[config.mk]
export PLATFORM = sky130hd
export DESIGN_NAME = led_matrix_scanner
export DESIGN_NICKNAME = d
export VERILOG_FILES = /design/src/rtl/led_matrix_scanner.sv
export SDC_FILE = /design/constraint.sdc
export NUM_CORES = 1
export LEC_CHECK = 0
export CAP_MARGIN = 20
export CORE_UTILIZATION = 50
export CTS_CLUSTER_SIZE = 8
export DETAILED_ROUTE_END_ITERATION = 12
export HOLD_SLACK_MARGIN = 0.05
export PLACE_DENSITY = 0.7
export SKIP_CTS_REPAIR_TIMING = 1
export SYNTH_ARGS = -nofsm -noshare
export SYNTH_HDL_FRONTEND = slang
export SYNTH_SLANG_ARGS = --single-unit
[constraint.sdc]
create_clock -name clk -period 2 [get_ports clk]
set_input_delay 0.2 -clock clk [delete_from_list [all_inputs] [get_ports clk]]
set_output_delay 0.2 -clock clk [all_outputs]
set_load 0.005 [all_outputs]
[src/rtl/led_matrix_scanner.sv]
`default_nettype none
// ============================================================================
// Module      : led_matrix_scanner
// Description : Row-multiplexed bicolour LED matrix driver with double-buffered
//               frames, tear-free swap at frame end, blink and enable/blank.
// Revision    : 1.0  initial release
// ============================================================================
module led_matrix_scanner #(
    parameter int ROWS           = 8,
    parameter int COLS           = 8,
    parameter int SCAN_DIV       = 5000,
    parameter int BLINK_DIV      = 50,
    parameter bit ROW_ACTIVE_LOW = 1'b1
) (
    input  logic                    clk,
    input  logic                    rst,
    input  logic                    enable,
    input  logic                    blink_en,
    input  logic                    wr_en,
    input  logic [$clog2(ROWS)-1:0] wr_row,
    input  logic [COLS-1:0]         wr_red,
    input  logic [COLS-1:0]         wr_grn,
    output logic                    wr_ready,
    input  logic                    swap_req,
    output logic                    swap_done,
    output logic                    frame_start,
    output logic [ROWS-1:0]         row,
    output logic [COLS-1:0]         col_r,
    output logic [COLS-1:0]         col_g
);

    localparam int c_RW = $clog2(ROWS);
    localparam int c_DW = $clog2(SCAN_DIV);
    localparam int c_BW = (BLINK_DIV > 1) ? $clog2(BLINK_DIV) : 1;

    localparam logic [c_DW-1:0] c_DIV_LAST   = c_DW'(SCAN_DIV - 1);
    localparam logic [c_RW-1:0] c_ROW_LAST   = c_RW'(ROWS - 1);
    localparam logic [c_BW-1:0] c_BLINK_LAST = c_BW'(BLINK_DIV - 1);
    localparam logic [ROWS-1:0] c_ROW_IDLE   = ROW_ACTIVE_LOW ? {ROWS{1'b1}} : {ROWS{1'b0}};

    localparam logic [0:0] c_ST_IDLE = 1'b0;
    localparam logic [0:0] c_ST_PEND = 1'b1;

    logic [c_DW-1:0] r_div_cnt;
    logic [c_RW-1:0] r_row_idx;
    logic [c_BW-1:0] r_blink_cnt;
    logic            r_blink_phase;
    logic            r_front_sel;
    logic [0:0]      r_state;
    logic [0:0]      w_state_nxt;
    logic            w_swap;
    logic            r_swap_done;
    logic            r_frame_start;
    logic [ROWS-1:0] r_row;
    logic [COLS-1:0] r_col_r;
    logic [COLS-1:0] r_col_g;

    logic [COLS-1:0] r_buf_r [2][ROWS];
    logic [COLS-1:0] r_buf_g [2][ROWS];

    logic            w_tick;
    logic            w_frame_end;
    logic            w_back;
    logic            w_wr;
    logic [ROWS-1:0] w_onehot;

    assign w_tick      = enable && (r_div_cnt == c_DIV_LAST);
    assign w_frame_end = w_tick && (r_row_idx == c_ROW_LAST);
    assign w_back      = ~r_front_sel;
    assign wr_ready    = (r_state == c_ST_IDLE);
    assign w_wr        = wr_en && wr_ready && (wr_row <= c_ROW_LAST);
    assign w_onehot    = {{(ROWS-1){1'b0}}, 1'b1} << r_row_idx;

    always_ff @(posedge clk) begin
        if (rst || !enable) begin
            r_div_cnt     <= '0;
            r_row_idx     <= '0;
            r_blink_cnt   <= '0;
            r_blink_phase <= 1'b0;
        end else begin
            if (w_tick) begin
                r_div_cnt <= '0;
                r_row_idx <= (r_row_idx == c_ROW_LAST) ? '0 : r_row_idx + 1'b1;
            end else begin
                r_div_cnt <= r_div_cnt + 1'b1;
            end
            if (w_frame_end) begin
                if (r_blink_cnt == c_BLINK_LAST) begin
                    r_blink_cnt   <= '0;
                    r_blink_phase <= ~r_blink_phase;
                end else begin
                    r_blink_cnt <= r_blink_cnt + 1'b1;
                end
            end
        end
    end

    always_ff @(posedge clk) begin
        if (rst) begin
            for (int b = 0; b < 2; b++) begin
                for (int i = 0; i < ROWS; i++) begin
                    r_buf_r[b][i] <= '0;
                    r_buf_g[b][i] <= '0;
                end
            end
        end else if (w_wr) begin
            r_buf_r[w_back][wr_row] <= wr_red;
            r_buf_g[w_back][wr_row] <= wr_grn;
        end
    end

    // With the display disabled no frame is in progress, so a pending swap may complete at once.
    always_comb begin
        w_state_nxt = r_state;
        w_swap      = 1'b0;
        case (r_state)
            c_ST_IDLE: begin
                if (swap_req) begin
                    w_state_nxt = c_ST_PEND;
                end
            end
            c_ST_PEND: begin
                if (!enable || w_frame_end) begin
                    w_swap      = 1'b1;
                    w_state_nxt = c_ST_IDLE;
                end
            end
            default: w_state_nxt = c_ST_IDLE;
        endcase
    end

    always_ff @(posedge clk) begin
        if (rst) begin
            r_state     <= c_ST_IDLE;
            r_front_sel <= 1'b0;
            r_swap_done <= 1'b0;
        end else begin
            r_state     <= w_state_nxt;
            r_swap_done <= w_swap;
            if (w_swap) begin
                r_front_sel <= ~r_front_sel;
            end
        end
    end

    always_ff @(posedge clk) begin
        if (rst || !enable) begin
            r_row         <= c_ROW_IDLE;
            r_col_r       <= '0;
            r_col_g       <= '0;
            r_frame_start <= 1'b0;
        end else begin
            r_row         <= ROW_ACTIVE_LOW ? ~w_onehot : w_onehot;
            r_frame_start <= w_frame_end;
            if (blink_en && r_blink_phase) begin
                r_col_r <= '0;
                r_col_g <= '0;
            end else begin
                r_col_r <= r_buf_r[r_front_sel][r_row_idx];
                r_col_g <= r_buf_g[r_front_sel][r_row_idx];
            end
        end
    end

    assign swap_done   = r_swap_done;
    assign frame_start = r_frame_start;
    assign row         = r_row;
    assign col_r       = r_col_r;
    assign col_g       = r_col_g;

endmodule
`default_nettype wire

==> results.toml <==
[logic_synthesis]
yosysSeqAreaShare = 0.682
yosysTopAreaCellShare = 0.600
synth_top_family_by_area = "simple AND/OR/NAND/NOR gates"
synth_cell_type_count = 46
avgSynthCellArea_sq_um = 15.5
yosysMostFrequentCell = "edfxtp_1"
synthXorXnorAreaFrac = 0.00821
synth_nets = 858
yosysTopAreaCell = "edfxtp_1"
syn_inst = 824
syn-cell-area_sq_um = 12800
synth-main-ff-cell = "edfxtp_1"
synth_edf_count = 256
synthTopCellsByCount = "edfxtp_1 (256), and2_1 (114), mux4_2 (65)"
ys_async_sr_fraction = 0
synth_fa_ha_area_frac = 0.00880
ys_top_cells_by_area = "edfxtp_1 (60%), mux4_2 (11%), dfxtp_1 (8.1%)"
yosys-mux-area-fraction = 0.115
yosys.area_share.simple = 0.118
ys_seq_elements = 308
synth_compound_area_frac = 0.0363
yosysWarningCount = 0

[worst_setup_path]
arrival_ns = 2.30
path_class = "reg -> reg"
critPathSlowestCell = "dfxtp_2"
max_stage_delay_ns = 0.35
end_kind = "flop"
worst-path-buf-inv = 1
r2r_cells = 7
rrSetupSlack_ns = 0.12
required_ns = 2.41
crit_chain = "ha_1 > ha_2 > nor4bb_1 > nand4_1 > buf_4 > mux2i_1 > o311ai_0"
cp-start-kind = "flop"
r2r_start = "r_row_idx[0]"
r2r_end = "r_front_sel"
worstPathMaxFanout = 5
critPathTopFamily = "simple AND/OR/NAND/NOR gates"

[global_routing]
grt_max_degree = 65
grt_util_all_layers = 0.250
grt_pass1_wl_mm = 47.6
antenna_found_initial = 0
grt_overflow = 0
grt_pass1_vias = 7864

[placed_design]
port_buffers = 51
gp_congestion = 0.831
place_ws_ns = -0.116
place_area_sq_um = 14400
dpl.cell_count = 1233
dpl.hpwl_mm = 19.7

[cts]
cts_max_path_buffers = 3
path_clk_slew_ns = 0.05
h-tree-depth = 2
worstSkewPairLatency_ns = 0.55
clockRootBuffer = "clkbuf_16"
cts_tree = "built"
clock-sinks = 308
cts-buffers-inserted = 44

[die]
core_area_sq_um = 25200
die_h_microns = 162
die_x_microns = 162
pin_count = 52
initial_core_util = 0.508
die_area_sq_um = 26200
num_rows = 58

[power_and_ir_drop]
p_per_area_nw_per_um2 = 970
leakage_nw = 5.70
peakVddDrop_mv = 0.708
p_total_mw = 15.2

[min_path]
hold_path_class = "in -> reg"
holdPathEnd = "r_state"
holdPathStages = 3
hold_start = "swap_req"

[drt]
wirelength_mm = 31.2
highest_layer = "met4"
dr_total_vias = 7534
via_per_inst = 5.75
wl_met1_mm = 12.6
drcViolationCount = 0
drtAntennaViolNets = 0
drt_first_pass_iters = 5
drt_iter0_drc = 642
wl_per_cell_microns = 23.8
wl_met2_mm = 15.5
met3WireLength_mm = 2.04

[sta]
relSlewSlack = 0.701
clock.fmax_mhz = 531
rsz0062_at_grt = "no"
setup_tns_ns = 0
finalHoldViolCount = 0
setup_ws_ns = 0.117
post-route-period-util = 0.942
worst_slew_pin_slew_ns = 0.447
setup_violations = 0
final.setup_skew_ns = 0.0343
finalCriticalPeriod_ns = 1.88
drv_slew = 0
hold_slack_ns = 0.224

[layout]
antenna_cells = 0
fin_util = 0.624
drive_gt1_frac = 0.215
nFillCells = 1789
finalNonFillerCells = 1310
stdcell_area_sq_um = 15700
fin_nets = 984
area_growth_pct = 22.8

[status]
status = "completed"

[job]
drv_cap = 0
-- cells by family (layout without fill, tap and decap cells) --
kind of cell               after synthesis  count (layout)
DFF                                    308             308
and+or+nand+nor                        270             270
buffers and inverters                   98             254
muxes                                   66              66
AOI/OAI and AO/OA                       61              61
xor gates and xnor gates                12              12
adders and majority gates                9               9
-- worst reg2reg max path, delay by kind of cell (launching register included) --
kind,cells,cell delay (ns)
flip-flops,1,0.35
AND/OR/NAND/NOR,2,0.45
multiplexers,1,0.18
AO/OA/AOI/OAI,1,0.14
adder cells (fa/ha/maj),2,0.42
buffers and inverters,1,0.20
-- flip-flops by register name, summed over array words and instances, names as in the netlist, named ones only --
signal,count
r_div_cnt,13
col_r,8
r_buf_r,128
r_row_idx,3
r_front_sel,1
col_g,8
frame_start,1
r_buf_g,128
row,8
r_blink_cnt,6
r_state,1
r_blink_phase,1
swap_done,1
-- final cells by class --
class / instances / area [sq um] / share of cell area
clock inverters: 4 / 96.3 / 0.00613
inverters: 58 / 218 / 0.0139
flip-flops and latches: 308 / 8730 / 0.556
repair buffers: 120 / 1370 / 0.0869
multi-input cells: 418 / 3680 / 0.234
well taps: 330 / 413 / 0.0263
clock buffers: 72 / 1210 / 0.0767
-- placed cells by master (no fill, tap or decap), drive strengths merged, types with 30 or more instances in the layout --
cell,n
and2,114
buf,69
clkbuf,72
clkdlybuf4s50,51
dfxtp,52
edfxtp,256
inv,59
mux4,65
nand2,30
nor2,60
-- where the power goes --
part	internal, mW	switching, mW
registers	7.24	0.107
logic	0.463	0.504
clock network	4.25	2.68
-- worst max-delay path by stage --
stage            startpoint  depth (start not counted)  slack, ns        endpoint
4_1_cts        r_row_idx[0]                          7       0.11            flop
2_1_floorplan       r_state                          5       0.11  r_buf_g[0][56]
3_3_place_gp            rst                          7      -0.10  r_buf_r[0][42]
6_report       r_row_idx[0]                          7       0.12     r_front_sel
3_5_place_dp          wr_en                          6      -0.12  r_buf_g[0][59]
5_1_grt        r_row_idx[0]                          7       0.02  r_blink_cnt[5]
-- metal layers --
metal | vias to the layer above | track usage
li1 | 3327 | -
met1 | 3804 | 0.332
met2 | 330 | 0.415
met3 | 73 | 0.0391
met4 | 0 | 0.100
met5 | - | 0
(Power assumes the default switching activity.)
